[config.mk]
export PLATFORM = sky130hd
export DESIGN_NAME = adc4_frame_asm_flat
export DESIGN_NICKNAME = d
export VERILOG_FILES = /design/src/rtl/adc4_frame_asm_pkg.sv /design/src/rtl/adc4_frame_asm_if.sv /design/src/rtl/adc4_lock_fsm.sv /design/src/rtl/adc4_frame_asm.sv /design/src/flat_wrapper.sv
export SDC_FILE = /design/constraint.sdc
export NUM_CORES = 1
export LEC_CHECK = 0
export ABC_AREA = 1
export BUFFER_PORTS_ARGS = -buffer_cell sky130_fd_sc_hd__buf_2
export CORE_MARGIN = 2
export CORE_UTILIZATION = 55
export DETAILED_ROUTE_END_ITERATION = 7
export HOLD_SLACK_MARGIN = 0.06
export PLACE_DENSITY = 0.84
export SLEW_MARGIN = 20
export SYNTH_ARGS = -nofsm -noshare
export SYNTH_HDL_FRONTEND = slang
export SYNTH_SLANG_ARGS = --single-unit
[constraint.sdc]
create_clock -name CLK -period 2.5 [get_ports CLK]
set_input_delay 0.5 -clock CLK [delete_from_list [all_inputs] [get_ports CLK]]
set_output_delay 0.5 -clock CLK [all_outputs]
set_load 0.03 [all_outputs]
[src/rtl/adc4_frame_asm_pkg.sv]
// Shared constants for the 4-channel ADC frame assembler: frame word, lock FSM
// encoding, test-pattern words and status counter width.
package adc4_frame_asm_pkg;

  localparam int CNT_W  = 16;
  localparam int N_CH   = 4;
  localparam int CH_W   = 12;
  localparam int LANE_W = 6;
  localparam int WORD_W = N_CH * CH_W;

  localparam logic [LANE_W-1:0] FRAME_PAT = 6'b111000;

  localparam logic [0:0] ST_HUNT = 1'b0;
  localparam logic [0:0] ST_LOCK = 1'b1;

  localparam logic [CH_W-1:0] PAT_A = 12'hAAA;
  localparam logic [CH_W-1:0] PAT_B = 12'h555;

  function automatic logic [CNT_W-1:0] sat_inc(input logic [CNT_W-1:0] v);
    return (v == '1) ? v : v + 1'b1;
  endfunction

endpackage

[src/rtl/adc4_frame_asm_if.sv]
// Receiver-side data bus of the frame assembler: lane word, frame/bit-slip
// status in, assembled samples and lock status out.
interface adc4_frame_asm_if;
  import adc4_frame_asm_pkg::*;

  logic [WORD_W-1:0] DIN;
  logic              FRAME_OK;
  logic              BS_IN;
  logic [WORD_W-1:0] DOUT;
  logic              DVALID;
  logic              LOCKED;

  modport master (output DIN, FRAME_OK, BS_IN, input DOUT, DVALID, LOCKED);
  modport slave  (input DIN, FRAME_OK, BS_IN, output DOUT, DVALID, LOCKED);

endinterface

[src/rtl/adc4_lock_fsm.sv]
// HUNT/LOCK frame-alignment tracker fed by the registered frame status;
// also keeps the saturating count of lock losses.
module adc4_lock_fsm
  import adc4_frame_asm_pkg::*;
#(
  parameter int LOCK_CNT = 64
) (
  input  logic             CLK,
  input  logic             RST_N,
  input  logic             frame_ok,
  input  logic             bs,
  input  logic             cnt_reset,
  output logic             locked,
  output logic             stay_locked,
  output logic [CNT_W-1:0] lost_cnt
);

  localparam logic [7:0] RUN_LAST = 8'(LOCK_CNT - 1);

  logic [0:0]       state_q;
  logic [7:0]       run_q;
  logic [CNT_W-1:0] lost_q;
  logic             good;
  logic             loss;

  // A bit-slip together with a bad frame is still a single bad cycle.
  assign good        = frame_ok & ~bs;
  assign loss        = (state_q == ST_LOCK) & ~good;
  assign stay_locked = (state_q == ST_LOCK) & good;
  assign locked      = (state_q == ST_LOCK);
  assign lost_cnt    = lost_q;

  // NOTE: state registers use non-blocking assignments so every flop samples
  // pre-edge values regardless of block ordering.
  always_ff @(posedge CLK or negedge RST_N) begin
    if (!RST_N) begin
      state_q <= ST_HUNT;
      run_q   <= '0;
    end else begin
      case (state_q)
        ST_HUNT: begin
          if (!good) begin
            run_q <= '0;
          end else if (run_q == RUN_LAST) begin
            state_q <= ST_LOCK;
            run_q   <= '0;
          end else begin
            run_q <= run_q + 1'b1;
          end
        end
        ST_LOCK: if (!good) state_q <= ST_HUNT;
        default: state_q <= ST_HUNT;
      endcase
    end
  end

  always_ff @(posedge CLK or negedge RST_N) begin
    if (!RST_N)         lost_q <= '0;
    else if (cnt_reset) lost_q <= '0;
    else if (loss)      lost_q <= sat_inc(lost_q);
  end

endmodule

[src/rtl/adc4_frame_asm.sv]
// 4-channel ADC frame assembler: two-stage lane-to-channel pipeline gated by
// frame lock. Optional test-pattern checker built when ADC4ASM_PATCHK_EN is defined.
module adc4_frame_asm
  import adc4_frame_asm_pkg::*;
#(
  parameter int LOCK_CNT  = 64,
  parameter int TWOS_COMP = 0
) (
  input  logic             CLK,
  input  logic             RST_N,
  adc4_frame_asm_if.slave  bus,
  output logic [CNT_W-1:0] lost_cnt,
  input  logic             cnt_reset,
  input  logic             PAT_ENB,
  output logic [CNT_W-1:0] err_cnt
);

  localparam logic TC_FLIP = (TWOS_COMP != 0);

  logic [WORD_W-1:0] s1_din;
  logic              s1_fok;
  logic              s1_bs;
  logic              s1_lock;
  logic              locked;
  logic              stay_locked;
  logic [WORD_W-1:0] mapped;
  logic [WORD_W-1:0] dout_q;
  logic              dvalid_q;
  logic              dvalid_d;

  adc4_lock_fsm #(.LOCK_CNT(LOCK_CNT)) u_lock (
    .CLK        (CLK),
    .RST_N      (RST_N),
    .frame_ok   (s1_fok),
    .bs         (s1_bs),
    .cnt_reset  (cnt_reset),
    .locked     (locked),
    .stay_locked(stay_locked),
    .lost_cnt   (lost_cnt)
  );

  // A sample is tagged locked only if the FSM keeps lock on the edge that captures it.
  always_ff @(posedge CLK or negedge RST_N) begin
    if (!RST_N) begin
      s1_din  <= '0;
      s1_fok  <= 1'b0;
      s1_bs   <= 1'b0;
      s1_lock <= 1'b0;
    end else begin
      s1_din  <= bus.DIN;
      s1_fok  <= bus.FRAME_OK;
      s1_bs   <= bus.BS_IN;
      s1_lock <= stay_locked;
    end
  end

  // NOTE: every always_comb output gets a default first so no latch is inferred.
  always_comb begin
    mapped = '0;
    for (int c = 0; c < N_CH; c++) begin
      mapped[c*CH_W +: CH_W] = {s1_din[(2*c+1)*LANE_W +: LANE_W],
                                s1_din[(2*c)*LANE_W +: LANE_W]};
      mapped[c*CH_W + CH_W - 1] = mapped[c*CH_W + CH_W - 1] ^ TC_FLIP;
    end
  end

  assign dvalid_d = s1_lock & s1_fok;

  always_ff @(posedge CLK or negedge RST_N) begin
    if (!RST_N) begin
      dout_q   <= '0;
      dvalid_q <= 1'b0;
    end else begin
      dvalid_q <= dvalid_d;
      if (dvalid_d) dout_q <= mapped;
    end
  end

  assign bus.DOUT   = dout_q;
  assign bus.DVALID = dvalid_q;
  assign bus.LOCKED = locked;

`ifdef ADC4ASM_PATCHK_EN
  logic             armed_q;
  logic             exp_a_q;
  logic [CNT_W-1:0] err_q;
  logic             chk;
  logic             exp_a;
  logic             mism;
  logic [CH_W-1:0]  exp_pat;

  // Phase comes from ch0 on the first checked sample, then alternates.
  always_comb begin
    chk     = PAT_ENB & dvalid_q;
    exp_a   = armed_q ? exp_a_q : (dout_q[CH_W-1:0] == PAT_A);
    exp_pat = exp_a ? PAT_A : PAT_B;
    mism    = 1'b0;
    for (int c = 0; c < N_CH; c++) begin
      if (dout_q[c*CH_W +: CH_W] != exp_pat) mism = 1'b1;
    end
  end

  always_ff @(posedge CLK or negedge RST_N) begin
    if (!RST_N) begin
      armed_q <= 1'b0;
      exp_a_q <= 1'b0;
    end else if (!PAT_ENB) begin
      armed_q <= 1'b0;
    end else if (chk) begin
      armed_q <= 1'b1;
      exp_a_q <= ~exp_a;
    end
  end

  always_ff @(posedge CLK or negedge RST_N) begin
    if (!RST_N)           err_q <= '0;
    else if (cnt_reset)   err_q <= '0;
    else if (chk && mism) err_q <= sat_inc(err_q);
  end

  assign err_cnt = err_q;
`else
  logic pat_enb_unused;
  assign pat_enb_unused = PAT_ENB;
  assign err_cnt        = '0;
`endif

endmodule
[src/flat_wrapper.sv]
// flat-port wrapper written by rule: the top's interface ports become plain ports
module adc4_frame_asm_flat import adc4_frame_asm_pkg::*;
#(
  parameter int LOCK_CNT  = 64,
  parameter int TWOS_COMP = 0
)
  (CLK, RST_N, lost_cnt, cnt_reset, PAT_ENB, err_cnt, bus_DIN, bus_FRAME_OK, bus_BS_IN, bus_DOUT, bus_DVALID, bus_LOCKED);
  adc4_frame_asm_if bus_i ();
  input  logic CLK;
  input  logic RST_N;
  output logic [CNT_W-1:0] lost_cnt;
  input  logic cnt_reset;
  input  logic PAT_ENB;
  output logic [CNT_W-1:0] err_cnt;
  input wire logic [$bits(bus_i.DIN)-1:0] bus_DIN;
  input wire logic [$bits(bus_i.FRAME_OK)-1:0] bus_FRAME_OK;
  input wire logic [$bits(bus_i.BS_IN)-1:0] bus_BS_IN;
  output wire logic [$bits(bus_i.DOUT)-1:0] bus_DOUT;
  output wire logic [$bits(bus_i.DVALID)-1:0] bus_DVALID;
  output wire logic [$bits(bus_i.LOCKED)-1:0] bus_LOCKED;
  assign bus_i.DIN = bus_DIN;
  assign bus_i.FRAME_OK = bus_FRAME_OK;
  assign bus_i.BS_IN = bus_BS_IN;
  assign bus_DOUT = bus_i.DOUT;
  assign bus_DVALID = bus_i.DVALID;
  assign bus_LOCKED = bus_i.LOCKED;
  adc4_frame_asm #(.LOCK_CNT(LOCK_CNT), .TWOS_COMP(TWOS_COMP)) u_core (.CLK(CLK), .RST_N(RST_N), .bus(bus_i), .lost_cnt(lost_cnt), .cnt_reset(cnt_reset), .PAT_ENB(PAT_ENB), .err_cnt(err_cnt));
endmodule
Yosys cells after proc, flatten, opt, wreduce, memory -nomap -nowiden. Index checks and enable logic that the tools add are counted.

Register bits after elaboration: 125. Bits of input ports: 54. Output and inout bits: 82. Logic and storage cells: 32.

$add $sub $neg: 2. Eq/ne operators: 3. Multiplexer cells: 9. Bitwise gates (word level): 7. Reduce and logical (&&, ||, !) cells: 2.

Operators with widths (number): two-way mux 16 bit (3); adder 16 x 1 -> 16 bit, second input constant (1); == test 16 bit, second input constant (1); two-way mux 8 bit (2); adder 8 x 1 -> 8 bit, second input constant (1); == test 8 x 6 -> 1 bit, second input constant (1); bitwise AND 1 bit (4); two-way mux 1 bit (3); inverter 1 bit (3); != test 2 bit, second input constant (1); case mux 1 bit (2 select lines) (1); AND reduction 2 bit (1); nonzero test 2 bit (1).

Depth between registers and ports, before layout. Gate-level depths: netlist of the first run.

Word-level depth: 6. Depth in mapped cells: 10. Mapped depth without buffers: 9.

Modules after synthesis. A second synthesis of the first run with hierarchy kept.

Cells, all modules: 481. Area total of the unflattened synthesis: 4804.6 sq um.

Modules (own cells, without submodules): adc4_frame_asm (times used 1, cells an instance 278, area each 3303.2 sq um, seq. area each 2502.4 sq um); adc4_lock_fsm (times used 1, cells an instance 203, area each 1501.4 sq um, seq. area each 625.6 sq um).

Worst setup path before layout of the first run. No wires, ideal clock.

Path type: reg-to-reg. From: register u_core.u_lock.lost_q[1], in the netlist u_core.u_lock.lost_cnt[1]. To: register u_core.u_lock.lost_q[7], in the netlist u_core.u_lock.lost_cnt[7]. Setup time: 0.077 ns. Arrival time: 1.591 ns. Required time: 2.423 ns. Setup slack: 0.832 ns. Cell stages (with the launch flop): 11. Buffers on the path: 1. Clock period less this slack: 1.668 ns. Cells stage by stage: dfrtp_1 -> ha_1 -> nand2_2 -> nor2_4 -> nand2_2 -> clkinv_1 -> nand3_2 -> nand2_4 -> buf_12 -> nand2_2 -> o21ai_2.

Word-level cells in the longest chain between the ends: 4. Elaborated cells on any way between the ends: 7. Those cells by class: add/sub (1); eq/ne (2); mux (3); reduce/logical (1).

RTL lines: start, declared (RTL line adc4_lock_fsm.sv:22) `logic [CNT_W-1:0] lost_q;`; start signal, assigned (RTL line adc4_lock_fsm.sv:60) `else if (loss) lost_q <= sat_inc(lost_q);`; adder 16 x 1 -> 16 bit (RTL line adc4_frame_asm_pkg.sv:20) `return (v == '1) ? v : v + 1'b1;`; two-way mux 16 bit (RTL line adc4_frame_asm_pkg.sv:20); two-way mux 16 bit (RTL line adc4_lock_fsm.sv:60); two-way mux 16 bit (RTL line adc4_lock_fsm.sv:59) `else if (cnt_reset) lost_q <= '0;`.

Several ways; a longest one is shown, not always the timed one. The select of a mux whose other input is x is not followed. A chain may end at the register's enable or synchronous reset.

Worst setup path in the final report of the first run.
From: register u_core.u_lock.lost_q[15], in the netlist u_core.u_lock.lost_cnt[15]. To: output port lost_cnt[15].

RTL lines: end, declared (RTL line flat_wrapper.sv:11) `output logic [CNT_W-1:0] lost_cnt;`.

No word-level cell between the ends.

==> results by group, run 1 <==
Yosys
  – EDFF count, synth: 0
  – Sequential share of the synthesized area: 0.658
  – Netlist area before placement: approximately 4800 sq um
  – Ranking of synthesized cells by area: sky130_fd_sc_hd__dfrtp_1, sky130_fd_sc_hd__nand2_1, sky130_fd_sc_hd__buf_4
  – Most frequent cell after synthesis: sky130_fd_sc_hd__nand2_1
  – Post-synth top area share: 0.658
  – Area leader, netlist: sky130_fd_sc_hd__dfrtp_1
  – Cell types with the highest counts after synthesis: sky130_fd_sc_hd__nand2_1, sky130_fd_sc_hd__dfrtp_1, sky130_fd_sc_hd__inv_1
  – Number of warnings printed during yosys synthesis: 0
  – Flip-flop and latch count after synthesis: 125
  – Share of synthesized registers carrying an async set or reset: 1.00
  – Number of distinct standard cells referenced by the synthesized netlist: 30
  – Count of mapped cells out of synthesis: 466
  – Most used DFF post-synth: sky130_fd_sc_hd__dfrtp_1
  – Avg Cell Area, Syn: between 10 and 15 sq um

Critical path
  – Worst Path Required: 2.00 ns
  – Worst setup slack for register-to-register paths: 0.88 ns
  – WP data arrival: 1.22 ns
  – Slowest Stage Delay on Critical Path: 0.47 ns
  – Endpoint type of the worst setup path: output port
  – Sequence of cells on the critical path: buf_2
  – Kind of start point of the critical path: flip-flop
  – Worst Path Max Fanout: 6
  – Library cell contributing the largest single delay on the critical path: sky130_fd_sc_hd__dfrtp_1
  – Critical path start-end classification: flip-flop to output port
  – Family of cells with the greatest summed delay on the critical path: flip-flops
  – Buf/Inv on CP: 1

Clock tree
  – TritonCTS buffer count: 17
  – Maximum number of buffers from clock root to sink: 2
  – Sink count of the clock tree: 125
  – Post-CTS Repair Setup Buffers: 0
  – Maximum level of the CTS H-tree: 4
  – CTS tree: done
  – Post-CTS resize count: 0
  – Clk root buf: sky130_fd_sc_hd__clkbuf_8
  – Worst-Skew Late Latency: between 0.5 and 0.6 ns
  – Clock slew seen by the registers of the worst setup and hold paths: 0.06 ns

STA
  – Worst slew pin tran: 0.520 ns
  – Peak clock frequency supported by timing: 580 MHz
  – Final period utilization: 0.689
  – Worst clock skew on the final layout: between 0.01 and 0.015 ns
  – Endpoints failing hold: 0
  – Shortest period the worst path allows: 1.72 ns
  – Hold_ws: 0.0897 ns
  – Final TNS setup: 0 ns
  – Final count of negative-setup-slack endpoints: 0
  – Final worst setup slack: 0.777 ns
  – Unrepaired setup endpoints after global routing: false
  – Max-slew headroom: 0.654
  – Slew Viols, Final: 0

Finish
  – Layout cells sized above 1: 0.313
  – Number of antenna diodes: 0
  – Synth-to-layout area growth: 26.7%
  – # nets final: 654

Route
  – Residual DRC: 0
  – Via density per instance: 4.88
  – Via Count: 3497
  – Post-DRT Antenna Nets: 0
  – Length of the first detailed-routing pass in iterations: 4
  – Wirelength, routed: approximately 9500 um
  – Post-DR wirelength/cell: 13.3 um
  – DRT iter0 DRCs: around 110

Die
  – Floorplan core area: ~8300 sq um
  – Initial Utilization: 0.573
  – Die Width: 97.0 um
  – DIE HEIGHT: 97.0 um
  – Number of top-level design ports: between 100 and 150
  – Area enclosed by the die boundary: 9400 sq um
  – Cell Rows: 33

Global routing
  – Largest net degree at the start of global routing: around 50
  – Wire length of the first global-routing pass: 15800 um
  – Global route total overflow: 0
  – Routing usage on met3: 0.0795
  – Most used routing layer in global routing: met2
  – Number of antenna violations at the first check in global routing: 0
  – Met1 Track Usage GR: 0.265
  – Number of global-route vias before repair: 3389
  – Global routing met2 resource utilization: 0.343
  – All-layer global routing usage: 0.212

Placement
  – Number of input and output port buffers inserted: 118
  – Final HPWL from detailed placement: 6290 um
  – Routability congestion estimate from global placement: between 0.8 and 0.9
  – Place WS: 0.880 ns

Power
  – Static Leak: 3.29 nW
  – Comb power frac: 0.031
  – Clk network pwr share: 0.519
  – Power density normalized to cell area: 770 nW/um^2
  – Fraction of power consumed by sequential logic: 0.449
  – Pint: 3.56 mW
  – Switch share: 0.231
  – Switching component of the power: around 1.1 mW
  – Maximum vdd drop: just over 600 uV

Flow run
  – Max cap viols: 0

Outcome
  – Result of the run: complete, no violations

Hold path
  – Class of the tightest hold or removal check: input pin to flip-flop
==> placed cells by master (no fill, tap or decap), types with 11 or more instances in the layout <==
master                      count
sky130_fd_sc_hd__nand2_1      190
sky130_fd_sc_hd__inv_1         19
sky130_fd_sc_hd__clkbuf_16     16
sky130_fd_sc_hd__nor2_1        13
sky130_fd_sc_hd__nand3_1       11
sky130_fd_sc_hd__dfrtp_1      125
sky130_fd_sc_hd__buf_2        117
sky130_fd_sc_hd__nand2_2       14
sky130_fd_sc_hd__conb_1        16
==> cell families after synthesis <==
family / synth area share
xor gates and xnor gates: 0.0203
DFF: 0.658
buffers and inverters: 0.0582
and+or+nand+nor: 0.218
adders and majority gates: 0.00527
AOI/OAI and AO/OA: 0.0390
other: 0.000789
==> power by group through the flow <==
stage	clock network [mW]	registers, mW	logic (mW)
after floorplan	0	2.12	0.0719
after global placement	0	2.12	0.143
after detailed placement	0	2.12	0.146
after CTS	2.45	2.08	0.148
after global routing	2.55	2.09	0.163
final	2.41	2.08	0.144
==> worst paths after layout <==
path	start	to	cells after the start
setup / recovery	u_core.u_lock.lost_cnt[15]	lost_cnt[15]	1
hold / removal	bus_DIN[1]	u_core.mapped[1]	1
setup reg to reg	u_core.u_lock.lost_cnt[0]	u_core.u_lock.lost_cnt[6]	8
hold reg to reg	u_core.mapped[6]	u_core.bus.DOUT[6]	2
max in group asynchronous	RST_N	u_core.s1_bs	3
min in group asynchronous	RST_N	u_core.bus.DOUT[21]	2
==> layer usage <==
metal  share of wire  up-vias
li1                -     1691
met1            0.41     1671
met2            0.50      123
met3           0.078       12
met4           0.011        0
met5               0        -
==> repair_timing <==
action,CTS,global route
endpoints found under the setup margin,0,0
endpoints found under the hold margin,38,0
hold buffers,1,0
==> state kept, by name, summed over array words and instances, names as in the netlist <==
name and flops:
u_core.u_lock.lost_cnt 16, u_core.u_lock.locked 1, u_core.u_lock.run_q 8, u_core.mapped 48, u_core.s1_bs 1, u_core.bus.DVALID 1
u_core.s1_lock 1, u_core.bus.DOUT 48, u_core.s1_fok 1
==> stage by stage <==
stage,power [mW],instances,utilization,area [sq um]
final,4.63,716,0.725,6020
after global routing,4.80,716,0.725,6020
after CTS,4.69,716,0.725,6020
after detailed placement,2.27,683,0.653,5420
after global placement,2.26,683,0.653,5420
after floorplan,2.19,481,-,4810
==> area by class of cell <==
class                      instances  area [sq um]
inverter                          25          93.8
clock buffer                      17           414
timing repair buffer             125           673
clock inverter                    15           174
multi-input combinational        304          1410
fill                             587          2280
sequential                       125          3130
tap                              105           131
No activity file was read; power rests on OpenSTA's default activity.
==> run 2: changes to the inputs <==
--- a/config.mk
+++ b/config.mk
@@ -8,10 +8,10 @@
 export ABC_AREA = 1
 export BUFFER_PORTS_ARGS = -buffer_cell sky130_fd_sc_hd__buf_2
 export CORE_MARGIN = 2
-export CORE_UTILIZATION = 55
+export CORE_UTILIZATION = 51
 export DETAILED_ROUTE_END_ITERATION = 7
 export HOLD_SLACK_MARGIN = 0.06
-export PLACE_DENSITY = 0.84
+export PLACE_DENSITY = 0.79
 export SLEW_MARGIN = 20
 export SYNTH_ARGS = -nofsm -noshare
 export SYNTH_HDL_FRONTEND = slang
==> constraint.sdc (replaced) <==
create_clock -name CLK -period 1.66 [get_ports CLK]
set_input_delay 0.332 -clock CLK [delete_from_list [all_inputs] [get_ports CLK]]
set_output_delay 0.332 -clock CLK [all_outputs]
set_load 0.03 [all_outputs]
==> run 2 against run 1 <==
Worst hold slack gained 0.037 ns. Clock power grew 54%. Register-to-register slack lost 0.80 ns. Die area grew 7.5%. Non-clock buffer count grew 50. Setup slack lost 0.69 ns. Critical endpoint is now u_core.u_lock.lost_cnt[10]. Highest routed layer unchanged.
==> results by group, run 2 (same netlist as run 1, synthesis figures left out) <==
Outcome
  – Result of the run: complete, no violations (unchanged)

Clock tree
  – CTS tree: done (unchanged)
  – TritonCTS buffer count: 17 (unchanged)
  – Worst-Skew Late Latency: 0.51 ns (about the same)
  – Sink count of the clock tree: 125 (unchanged)
  – Post-CTS Repair Setup Buffers: 0 (unchanged)
  – Clk root buf: sky130_fd_sc_hd__clkbuf_8 (unchanged)
  – Clock slew seen by the registers of the worst setup and hold paths: 0.06 ns (about the same)
  – Maximum number of buffers from clock root to sink: 2 (unchanged)
  – Maximum level of the CTS H-tree: 4 (unchanged)

Die
  – DIE HEIGHT: 101 um (was 97.0 um)
  – Initial Utilization: 0.519 (was 0.573)
  – Area enclosed by the die boundary: 10100 sq um (was 9400 sq um)
  – Number of top-level design ports: 136 (unchanged)
  – Cell Rows: 35 (was 33)
  – Die Width: 101 um (was 97.0 um)
  – Floorplan core area: 9150 sq um (was 8300 sq um)

Critical path
  – Slowest Stage Delay on Critical Path: 0.48 ns (was 0.47 ns)
  – Critical path start-end classification: flip-flop to flip-flop (was flip-flop to output port)
  – Family of cells with the greatest summed delay on the critical path: compound AO/OA/AOI/OAI gates (was flip-flops)
  – WP data arrival: 1.97 ns (was 1.22 ns)
  – Cell seen most often among critical-path stages: sky130_fd_sc_hd__o21ai_2
  – Sequence of cells on the critical path: nand2_1 -> inv_1 -> o21ai_2 -> nand2_4 -> nand2_2 -> o21ai_2 (was buf_2)
  – Buf/Inv on CP: 1 (unchanged)
  – Kind of start point of the critical path: flip-flop (unchanged)
  – Worst Path Required: 2.05 ns (was 2.00 ns)
  – Worst Path Max Fanout: 5 (was 6)
  – Library cell contributing the largest single delay on the critical path: sky130_fd_sc_hd__o21ai_2 (was sky130_fd_sc_hd__dfrtp_1)
  – Endpoint type of the worst setup path: flip-flop (was output port)

STA
  – Final TNS setup: 0 ns (unchanged)
  – Endpoints failing hold: 0 (unchanged)
  – Hold_ws: 0.126 ns (was 0.0897 ns)
  – Shortest period the worst path allows: ~1.6 ns
  – Peak clock frequency supported by timing: about 630 MHz
  – Unrepaired setup endpoints after global routing: true (was false)
  – Final period utilization: 0.951
  – Final count of negative-setup-slack endpoints: 0 (unchanged)
  – Worst slew pin tran: 0.591 ns (was 0.520 ns)
  – Slew Viols, Final: 0 (unchanged)
  – Final worst setup slack: 0.0820 ns (was 0.777 ns)
  – Max-slew headroom: 0.606 (was 0.654)
  – Worst clock skew on the final layout: 0.0145 ns (was 0.0102 ns)

Global routing
  – Wire length of the first global-routing pass: 19800 um (was 15800 um)
  – Largest net degree at the start of global routing: 49 (unchanged)
  – Number of global-route vias before repair: 4066 (was 3389)
  – Routing usage on met3: 0.0680 (was 0.0795)
  – Global routing met2 resource utilization: 0.447 (was 0.343)
  – Most used routing layer in global routing: met2 (unchanged)
  – Number of antenna violations at the first check in global routing: 0 (unchanged)
  – Global route total overflow: 0 (unchanged)
  – Met1 Track Usage GR: 0.308 (was 0.265)
  – All-layer global routing usage: 0.259 (was 0.212)

Power
  – Total power: 7.18 mW (was 4.63 mW)
  – Maximum vdd drop: 920 uV (was 610 uV)
  – Static Leak: 3.54 nW (was 3.29 nW)
  – Power density normalized to cell area: 1080 nW/um^2 (was 770 nW/um^2)

Finish
  – Share of the core filled with cells in the final layout: 0.723 (was 0.725)
  – Summed area of non-filler cells in the final layout: 6620 sq um (was 6020 sq um)
  – Layout cells sized above 1: 0.300 (was 0.313)
  – Synth-to-layout area growth: 39.3% (was 26.7%)
  – Most common cell after layout, fill and taps aside: sky130_fd_sc_hd__nand2_1 (unchanged)
  – Non-filler instance count after layout: 775 (was 716)
  – Most frequent cells in the layout: sky130_fd_sc_hd__nand2_1, sky130_fd_sc_hd__dfrtp_1, sky130_fd_sc_hd__buf_2 (unchanged)
  – # nets final: 707 (was 654)
  – Number of antenna diodes: 0 (unchanged)

Placement
  – Placed Cells: 689 (was 683)
  – Final HPWL from detailed placement: 6640 um (was 6290 um)
  – Place WS: 0.0459 ns (was 0.880 ns)
  – Placed Instance Area: 5460 sq um (was 5420 sq um)
  – Routability congestion estimate from global placement: 0.917 (was 0.841)
  – Number of input and output port buffers inserted: 118 (unchanged)

Route
  – Post-DR wirelength/cell: 15.9 um (was 13.3 um)
  – DRT iter0 DRCs: 172 (was 107)
  – Via Count: 3901 (was 3497)
  – Wirelength, routed: 12300 um (was 9510 um)
  – Post-DRT Antenna Nets: 0 (unchanged)
  – Residual DRC: 0 (unchanged)
  – Via density per instance: 5.03 (was 4.88)
  – Length of the first detailed-routing pass in iterations: 4 (unchanged)

Hold path
  – Class of the tightest hold or removal check: input pin to flip-flop (unchanged)

Flow run
  – Max cap viols: 0 (unchanged)
==> run 2: area by class of cell <==
class	instances	area [sq um]
sequential	125	3130
tap	111	139
clock buffer	17	414
timing repair buffer	175	1200
clock inverter	15	175
fill	594	2530
multi-input combinational	307	1470
inverter	25	93.8
==> run 2: final timing paths <==
path | cells past startpoint | from | slack, ns | end
max in group asynchronous | 3 | RST_N | 0.81 | u_core.bus.DOUT[1]
max | 6 | u_core.s1_fok | 0.08 | u_core.u_lock.lost_cnt[10]
min | 3 | cnt_reset | 0.13 | u_core.u_lock.lost_cnt[0]
max reg2reg | 6 | u_core.s1_fok | 0.08 | u_core.u_lock.lost_cnt[10]
min reg2reg | 2 | u_core.mapped[30] | 0.44 | u_core.bus.DOUT[30]
min in group asynchronous | 2 | RST_N | 0.32 | u_core.u_lock.lost_cnt[9]
==> run 2: tightest hold or removal path: cells and delay by family <==
kind	cells	cell delay, ns
buffers and inverters	1	0.09
AO/OA/AOI/OAI	1	0.06
AND/OR/NAND/NOR	1	0.10
==> run 2: power breakdown <==
part	total, mW	switching (mW)	internal, mW
sequential	3.14	0.0257	3.11
combinational	0.335	0.185	0.150
clock	3.71	1.52	2.19
total	7.18	1.73	5.45
==> run 2: repair_timing <==
action | CTS | global route
setup endpoints to repair | 0 | 16
resized for setup | 0 | 7
hold buffers | 51 | 0
hold endpoints to repair | 77 | 0
==> run 2: routing by layer <==
layer,part of all wire,vias up,wire [um]
met4,0.030,0,365
li1,-,1792,-
met2,0.52,173,6390
met5,0,-,0
met3,0.064,36,795
met1,0.39,1900,4780
